<file path="src/rtl/alarm_pkg.sv">
// alarm_pkg: shared state encoding and default key codes for the alarm keypad FSM
package alarm_pkg;
    typedef enum logic [2:0] {
        SHOW_TIME        = 3'd0,
        KEY_STORED       = 3'd1,
        KEY_WAITED       = 3'd2,
        KEY_ENTRY        = 3'd3,
        SHOW_ALARM       = 3'd4,
        SET_ALARM_TIME   = 3'd5,
        SET_CURRENT_TIME = 3'd6
    } state_t;
    localparam int NOKEY_CODE  = 10;
    localparam int CANCEL_CODE = 11;
endpackage

</file>
<file path="src/rtl/entry_timeout_ctr.sv">
// entry_timeout_ctr: counts idle seconds during key entry and flags abandonment
module entry_timeout_ctr #(
    parameter int TIMEOUT_S = 10
) (
    input  logic clock,
    input  logic reset,
    input  logic clear,
    input  logic one_second,
    output logic expire
);
    localparam int CW = $clog2(TIMEOUT_S + 1);
    logic [CW-1:0] count;
    // seconds counter, held at TIMEOUT_S so it can never wrap back to zero
    always_ff @(posedge clock or posedge reset)
        if (reset) count <= '0;
        else if (clear) count <= '0;
        else if (one_second && count != CW'(TIMEOUT_S)) count <= count + CW'(1);
    assign expire = one_second && count == CW'(TIMEOUT_S - 1);
endmodule

</file>
<file path="src/rtl/multi_alarm_key_fsm.sv">
// multi_alarm_key_fsm: keypad entry controller for a clock with several alarm slots
module multi_alarm_key_fsm
    import alarm_pkg::*;
#(
    parameter int KEY_W      = 4,
    parameter int NOKEY      = NOKEY_CODE,
    parameter int CANCEL_KEY = CANCEL_CODE,
    parameter int DIGITS     = 4,
    parameter int TIMEOUT_S  = 10,
    parameter int NUM_ALARMS = 4,
    parameter int SEL_W      = $clog2(NUM_ALARMS)
) (
    input  logic                         clock,
    input  logic                         reset,
    input  logic                         one_second,
    input  logic [KEY_W-1:0]             key,
    input  logic                         alarm_button,
    input  logic                         time_button,
    input  logic [SEL_W-1:0]             alarm_sel,
    output logic                         show_new_time,
    output logic                         show_a,
    output logic [SEL_W-1:0]             a_idx,
    output logic [NUM_ALARMS-1:0]        load_new_a,
    output logic                         load_new_c,
    output logic                         reset_count,
    output logic                         shift,
    output logic [$clog2(DIGITS+1)-1:0]  digit_cnt
);
    localparam int DW = $clog2(DIGITS + 1);
    localparam logic [KEY_W-1:0] NK = KEY_W'(NOKEY);
    localparam logic [KEY_W-1:0] CK = KEY_W'(CANCEL_KEY);
    state_t state, next;
    logic   full, idle_key, digit_key, expire, clear, latch;
    assign full      = digit_cnt == DW'(DIGITS);
    assign idle_key  = key == NK;
    assign digit_key = !idle_key && key != CK;
    // count only while waiting on the user; any state change restarts it
    assign clear = next != state || !(state == KEY_WAITED || state == KEY_ENTRY);
    assign latch = next != state && (next == SHOW_ALARM || next == SET_ALARM_TIME);
    entry_timeout_ctr #(.TIMEOUT_S(TIMEOUT_S)) u_timeout (
        .clock      (clock),
        .reset      (reset),
        .clear      (clear),
        .one_second (one_second),
        .expire     (expire)
    );
    // state register
    always_ff @(posedge clock or posedge reset)
        if (reset) state <= SHOW_TIME;
        else state <= next;
    // entry digit count and alarm slot latched when an alarm view or load begins
    always_ff @(posedge clock or posedge reset)
        if (reset) begin
            digit_cnt <= '0;
            a_idx     <= '0;
        end else begin
            if (next == SHOW_TIME) digit_cnt <= '0;
            else if (state == KEY_STORED && !full) digit_cnt <= digit_cnt + DW'(1);
            if (latch) a_idx <= alarm_sel;
        end
    // next-state selection and Moore output decode
    always_comb begin
        next          = SHOW_TIME;
        show_new_time = 1'b0;
        show_a        = 1'b0;
        load_new_a    = '0;
        load_new_c    = 1'b0;
        reset_count   = 1'b0;
        shift         = 1'b0;
        case (state)
            SHOW_TIME:
                next = alarm_button ? SHOW_ALARM : digit_key ? KEY_STORED : SHOW_TIME;
            KEY_STORED: begin
                next          = KEY_WAITED;
                shift         = 1'b1;
                show_new_time = 1'b1;
            end
            KEY_WAITED: begin
                next          = idle_key ? KEY_ENTRY : expire ? SHOW_TIME : KEY_WAITED;
                show_new_time = 1'b1;
            end
            KEY_ENTRY: begin
                next = (alarm_button && full) ? SET_ALARM_TIME :
                       (time_button && full)  ? SET_CURRENT_TIME :
                       expire                 ? SHOW_TIME :
                       key == CK              ? SHOW_TIME :
                       (!idle_key && !full)   ? KEY_STORED : KEY_ENTRY;
                show_new_time = 1'b1;
            end
            SHOW_ALARM: begin
                next   = alarm_button ? SHOW_ALARM : SHOW_TIME;
                show_a = 1'b1;
            end
            SET_ALARM_TIME:
                load_new_a = NUM_ALARMS'(1) << a_idx;
            SET_CURRENT_TIME: begin
                load_new_c  = 1'b1;
                reset_count = 1'b1;
            end
            default: next = SHOW_TIME;
        endcase
    end
endmodule

</file>
<file path="config.mk">
export PLATFORM = sky130hd
export DESIGN_NAME = multi_alarm_key_fsm
export DESIGN_NICKNAME = d
export VERILOG_FILES = /design/src/rtl/alarm_pkg.sv /design/src/rtl/entry_timeout_ctr.sv /design/src/rtl/multi_alarm_key_fsm.sv
export SDC_FILE = /design/constraint.sdc
export NUM_CORES = 1
export LEC_CHECK = 0
export ABC_CLOCK_PERIOD_IN_PS = 2200
export CORE_MARGIN = 2
export CORE_UTILIZATION = 42
export CTS_BUF_LIST = sky130_fd_sc_hd__clkbuf_8
export DETAILED_ROUTE_END_ITERATION = 7
export PLACE_DENSITY_LB_ADDON = 0.1
export SYNTH_ARGS = -nofsm -noshare
export SYNTH_HDL_FRONTEND = slang
export SYNTH_SLANG_ARGS = --single-unit
</file>
<file path="constraint.sdc">
create_clock -name clock -period 2.2 [get_ports clock]
set_input_delay 0.44 -clock clock [delete_from_list [all_inputs] [get_ports clock]]
set_output_delay 0.44 -clock clock [all_outputs]
set_load 0.05 [all_outputs]
</file>
==> results of run 1 <==
## power by group through the flow
stage	registers, W	clock network (W)	logic [W]
4_1_cts	0.000386	0.000240	0.000819
2_1_floorplan	0.000434	0	0.000514
3_5_place_dp	0.000389	0	0.000818
3_3_place_gp	0.000385	0	0.000795
5_1_grt	0.000401	0.000256	0.000870
6_report	0.000384	0.000241	0.000816
## per-layer routing
layer | part of all wire (%) | global-route usage [%]
met1 | 45 | 20.8
met4 | 1.1 | 5.56
met2 | 49 | 27.7
met3 | 4.5 | 3.37
met5 | 0 | 0
## area by class of cell
cell class	instances	area [sq um]
Multi-Input combinational cell	65	503
Fill cell	187	722
Timing Repair Buffer	27	290
Sequential cell	12	300
Tap cell	27	33.8
Clock buffer	4	55.1
Inverter	10	37.5
## cell usage after synthesis, drive strengths merged (2+ instances only)
| cell type | count | share of area, % |
|---|---|---|
| dfrtp | 12 | 35 |
| inv | 10 | 4.3 |
| nand2 | 6 | 2.6 |
| ha | 5 | 7.2 |
| nor3 | 5 | 2.9 |
| nor3b | 5 | 4.9 |
| and3 | 4 | 2.9 |
| a21oi | 3 | 1.7 |
| a31oi | 3 | 2.9 |
| and4b | 3 | 3.5 |
| buf | 3 | 2.7 |
| mux2 | 3 | 3.9 |
| nor2 | 3 | 1.3 |
| xnor2 | 3 | 3.0 |
| a311oi | 2 | 2.7 |
| and3b | 2 | 2.0 |
| nand3 | 2 | 1.2 |
## worst min path at each step
stage                                         from                        endpoint  slack [ps]  depth (start not counted)
finish                                       reset        digit_cnt[0]$_DFFE_PP0P_         510                          2
global route                                 reset        digit_cnt[0]$_DFFE_PP0P_         560                          2
CTS                                          reset        digit_cnt[0]$_DFFE_PP0P_         530                          2
detailed placement  u_timeout.count[3]$_DFFE_PP0P_  u_timeout.count[3]$_DFFE_PP0P_         600                          2
global placement              a_idx[0]$_DFFE_PP0P_            a_idx[0]$_DFFE_PP0P_         590                          1
floorplan                                    reset            a_idx[0]$_DFFE_PP0P_         300                          1
## flip-flops by register name, indices dropped and copies added, names as in the netlist
register	flops
u_timeout.count	4
digit_cnt	3
state	3
a_idx	2
## cell families (layout without fill, tap and decap cells)
logic type | count (synthesis) | in the layout | share of synthesized area [%]
AND/OR/NAND/NOR | 36 | 36 | 26.5
AO/OA/AOI/OAI | 16 | 16 | 15.3
buffers and inverters | 13 | 41 | 7.09
flip-flops | 12 | 12 | 34.7
adder cells (fa/ha/maj) | 5 | 5 | 7.24
XOR/XNOR | 4 | 4 | 4.05
multiplexers | 4 | 4 | 5.06
## critical path, cell delays in order (launching register included)
cell and delay, ps:
dfrtp_1 470, inv_1 120, nor2_1 140, nand2_1 100, nor3b_1 370, buf_12 190
## metrics by stage
step | instance area (sq um) | hold WS [ps] | TNS (ps)
floorplan | 865 | 305 | -278
global placement | 1160 | 589 | 0
detailed placement | 1160 | 602 | 0
CTS | 1220 | 531 | 0
global route | 1220 | 561 | 0
finish | 1220 | 508 | 0
==> summary.txt, run 1 <==
Setup path
  • Critical path startpoint category: register
  • CP Capture Point: load_new_a[1]
  • Max FO, Critical Path: 8
  • R2R cell count: 7
  • Worst EP arrival: 1620 ps
  • CP startpoint: state[0]$_DFF_PP0_
  • CP Class: register to output port
  • CP Data Required Time: 1760 ps
  • CP endpoint kind: output port
  • Worst r2r src: u_timeout.count[1]$_DFFE_PP0P_
  • Reg2Reg Setup Slack: 300 ps
  • R2R Path End: digit_cnt[2]$_DFFE_PP0P_

STA
  • Period utilization: 93.8%
  • Clock Skew: about 2.3 ps
  • Worst Slack Setup Final: 137 ps
  • Shortest period the worst path allows: 2060 ps
  • Final Setup Violations: 0
  • Final hold vios: 0
  • RSZ-0062 raised after global routing: false
  • Slew Limit Fails: 0
  • Worst-margin pin slew: 500 ps
  • Slew headroom: 66.6%
  • F_max: 485 MHz

Global route
  • Largest net degree at the start of global routing: 13
  • GRT overflow: 0
  • Vias in the first global route: 716
  • Global-route wire length before repair: 3140 microns
  • Antenna violations before repair: 0
  • Tot GR Track Use: between 15 and 20%

CTS
  • CTS tree: done
  • H-tree levels: 1
  • Clk pin slew, worst setup/hold paths: 50 ps
  • Root buf cell: clkbuf_8
  • Post-CTS Resized: 0
  • Clk sinks: 12
  • CTS Buf Count: 3
  • Hold-fix buffers, CTS: 0
  • Worst-skew pair later-pin latency: 240 ps
  • Post-CTS setup buffers: 0
  • Max Root-Sink Buffers: 2

Pwr
  • Int Pwr: 0.000764 W
  • PD cells: 1180 nW/um^2
  • Seq pwr share: 26.6%
  • Comb pwr share: a little under three fifths
  • P_sw: approximately 0.00068 W
  • Leak: approximately 0.54 nW
  • Switching share of power: 47.0%
  • Power, Total: between 0.001 and 0.0015 W
  • Maximum VDD drop: 0.606 mV
  • Power share of the clock group: 16.8%

Detailed routing
  • Vias after detailed routing: 800
  • Antenna viol nets, final: 0
  • Routed wire length per instance: around 13 microns
  • Starting DRT DRC Count: 9
  • DRC errors left: 0
  • DR pass1 iterations: 4
  • Post-Route WL: around 1900 microns
  • Vias per cell: 5.52

Synthesis
  • Post-synth EDFFs: 0
  • Post-Syn Area: slightly below 900 sq um
  • FFs w/ async S/R, synth: 100%
  • Primary FF master, synth: dfrtp_1
  • Syn Inst Count: 90
  • Synth Register Bits: 12
  • Synth cell types: 38
  • Yosys warns: 0
  • Net count after synthesis: 106
  • Avg Cell Area, Syn: between 9 and 10 sq um
  • Post-synthesis sequential area ratio: 34.7%

Floorplanning
  • Num ports: 25
  • Core box area: 1940 sq um
  • Die height: 49.4 microns
  • Starting Density: 44.5%
  • Row count: 16
  • Die area: 2440 sq um
  • Die X: 49.4 microns

Min path
  • Worst min path class: input pin to asynchronous set/reset pin

Placement
  • Placed cells: ~140
  • Setup Slack @ Placement: 88.7 ps
  • Number of port buffers: 24
  • DPL Wire Length: around 1500 microns
  • Gp weighted congestion: 0.809

Finish
  • Area Growth Syn to Fin: 41.1%
  • Finished Core Util: 62.8%
  • Final std cells w/o fill: 145
  • Inserted Diodes: 0
  • Commonest non-fill, non-tap cell in the layout: clkdlybuf4s50_1
  • Nets: ~140
  • Most frequent cells in the layout: clkdlybuf4s50_1, dfrtp_1, inv_1
  • Share of cells above drive strength 1: 19.5%

Flow run
  • Max-Cap Viols: 0

Outcome
  • Status: finished clean
No activity file was read; power rests on OpenSTA's default activity.
==> run 2: changes to the inputs <==
--- a/config.mk
+++ b/config.mk
@@ -10,6 +10,7 @@
 export CORE_UTILIZATION = 42
 export CTS_BUF_LIST = sky130_fd_sc_hd__clkbuf_8
 export DETAILED_ROUTE_END_ITERATION = 7
+export GPL_TIMING_DRIVEN = 0
 export PLACE_DENSITY_LB_ADDON = 0.1
 export SYNTH_ARGS = -nofsm -noshare
 export SYNTH_HDL_FRONTEND = slang
==> run 2 against run 1 <==
Effect of this change:
- critical path depth unchanged
- via count is 5.0% lower
- combinational power fell by 1%
- power shrank 3.4%
- cell area fell by 2.1%
- worst hold slack worse by 15 ps
- wire length shrank 8.6%
- setup slack got worse by 43 ps
- largest cell class unchanged
==> summary.txt, run 2 (same netlist as run 1, synthesis figures left out) <==
Placement
  • DPL Wire Length: 1390 microns (-8.4%)
  • Gp weighted congestion: 0.755 (-6.6%)
  • Number of port buffers: 24 (unchanged)

Outcome
  • Status: finished clean

Detailed routing
  • Starting DRT DRC Count: 6 (-3)
  • Vias per cell: 5.24 (-5.0%)
  • Routed wire length per instance: 11.8 microns (-8.6%)
  • Vias after detailed routing: 760 (-5.0%)
  • DRC errors left: 0 (unchanged)
  • Met2 routed WL: 832 microns (-9.6%)
  • Antenna viol nets, final: 0 (unchanged)
  • Wl on met1: 799 microns (-5.7%)
  • Met3 wire length: 55 microns (-35%)
  • DR top layer: met4
  • Post-Route WL: 1710 microns (-8.6%)
  • DR pass1 iterations: 3 (-1)

STA
  • Period utilization: 95.7% (+2.0 points)
  • Worst-margin pin slew: 503 ps (+2.94 ps)
  • Shortest period the worst path allows: 2110 ps (+43.0 ps)
  • Final hold vios: 0 (unchanged)
  • Slew Limit Fails: 0 (unchanged)
  • RSZ-0062 raised after global routing: false
  • Slew headroom: 66.4% (-0.15 points)
  • F_max: 475 MHz (-2.0%)
  • Clock Skew: 6.27 ps (+4.01 ps)
  • Final Setup Violations: 0 (unchanged)

Pwr
  • Power, Total: 0.00139 W (-3.4%)
  • Maximum VDD drop: 0.615 mV (+1.5%)
  • PD cells: 1170 nW/um^2 (-1.4%)
  • Leak: 0.551 nW (+1.2%)

Setup path
  • Cell depth of the worst setup path: 5 (unchanged)
  • Critical path startpoint category: register
  • Max FO, Critical Path: 8 (unchanged)
  • CP Class: register to output port
  • Worst EP arrival: 1670 ps (+50 ps)
  • Worst path max stage delay: 480 ps (about the same)
  • CP Data Required Time: 1760 ps (about the same)
  • Delay-heaviest family, CP: buffers and inverters
  • Critical path's slowest cell: dfrtp_1
  • Worst Path Buf+Inv: 2 (unchanged)
  • Critical Path, Cell by Cell: inv_1, nor2_1, nand2_1, nor3b_1, clkdlybuf4s15_2
  • CP endpoint kind: output port
  • R2R cell count: 6 (-1)

CTS
  • Worst-skew pair later-pin latency: 240 ps (about the same)
  • CTS tree: done
  • Clk pin slew, worst setup/hold paths: 50 ps (about the same)
  • H-tree levels: 1 (unchanged)
  • CTS Buf Count: 3 (unchanged)
  • Clk sinks: 12 (unchanged)
  • Root buf cell: clkbuf_8
  • Post-CTS setup buffers: 0 (unchanged)
  • Hold-fix buffers, CTS: 0 (unchanged)
  • Max Root-Sink Buffers: 2 (unchanged)

Global route
  • GRT overflow: 0 (unchanged)
  • Tot GR Track Use: 14.9% (-1.5 points)
  • Largest net degree at the start of global routing: 13 (unchanged)
  • Antenna violations before repair: 0 (unchanged)
  • Vias in the first global route: 666 (-7.0%)
  • Global-route wire length before repair: 2830 microns (-9.9%)

Finish
  • Fillcell total: 192 (+2.7%)
  • Most flop-heavy register: u_timeout.count
  • Inserted Diodes: 0 (unchanged)
  • Nets: 135 (unchanged)
  • Commonest non-fill, non-tap cell in the layout: clkdlybuf4s50_1
  • Largest register FFs: 4 (unchanged)
  • Finished Core Util: 61.5% (-1.3 points)
  • Area Growth Syn to Fin: 38.2%
  • Share of cells above drive strength 1: 14.4% (-5.1 points)
  • Largest regs: u_timeout.count: 4 flops, digit_cnt: 3 flops, state: 3 flops
  • Most frequent cells in the layout: clkdlybuf4s50_1, dfrtp_1, inv_1

Floorplanning
  • Die area: 2440 sq um (unchanged)
  • Num ports: 25 (unchanged)
  • Row count: 16 (unchanged)
  • Core box area: 1940 sq um (unchanged)
  • Starting Density: 44.5% (unchanged)
  • Die height: 49.4 microns (unchanged)
  • Die X: 49.4 microns (unchanged)

Flow run
  • Max-Cap Viols: 0 (unchanged)

Min path
  • Worst min path class: input pin to asynchronous set/reset pin
==> run 2: cell types whose count changed in the layout (fill, tap and decap cells not counted) <==
cell	delta
dlymetal6s2s_1	+1
buf_12	-4
dlygate4sd2_1	+4
clkdlybuf4s15_2	+3
clkdlybuf4s15_1	+1
buf_6	+1
buf_2	+1
buf_4	-7
==> run 2: where the power goes <==
part	leakage (nW)	internal (W)	switching, W
Sequential	0.159	0.000282	0.0000665
Clock	0.0288	0.000158	0.0000796
Combinational	0.363	0.000297	0.000509
==> run 2: final timing paths <==
check / startpoint / slack [ps] / end
max: state[0]$_DFF_PP0_ / 90 / load_new_a[1]
min: reset / 490 / state[0]$_DFF_PP0_
max reg2reg: u_timeout.count[1]$_DFFE_PP0P_ / 360 / u_timeout.count[2]$_DFFE_PP0P_
min reg2reg: a_idx[1]$_DFFE_PP0P_ / 600 / a_idx[1]$_DFFE_PP0P_
max in group asynchronous: reset / 1400 / digit_cnt[2]$_DFFE_PP0P_
min in group clock: a_idx[1]$_DFFE_PP0P_ / 600 / a_idx[1]$_DFFE_PP0P_
==> run 2: repair_timing <==
action | in CTS | in global routing
pin swaps | 0 | 0
endpoints found under the hold margin | 0 | 0
cloned | 0 | 0
endpoints found under the setup margin | 8 | 2
resized for setup | 17 | 2
==> run 2: cell type report <==
class                   instances  area [sq um]  share of cell area (%)
multi-input cells              65           503                    42.1
flip-flops and latches         12           300                    25.1
repair buffers                 24           241                    20.2
clock buffers                   4          55.1                    4.61
inverters                      10          37.5                    3.14
well taps                      27          33.8                    2.83
plain buffers                   3          23.8                    1.99
==> run 2: metal layers <==
layer  global-route usage [%]  vias up
met3                     2.15        2
met5                        0        -
met4                     6.94        0
li1                         -      384
met2                     25.0       14
met1                     18.7      360
==> run 2: through the flow <==
step           cells  setup WS (ps)  cell area [sq um]  hold WS, ps  TNS, ps
3_3_place_gp     141          -53.7               1140          589    -89.1
2_1_floorplan     90           -137                865          305     -278
3_5_place_dp     141          -66.4               1140          597     -157
6_report         145           94.5               1190          494        0
4_1_cts          145           6.42               1190          498        0
5_1_grt          145           7.07               1190          554        0
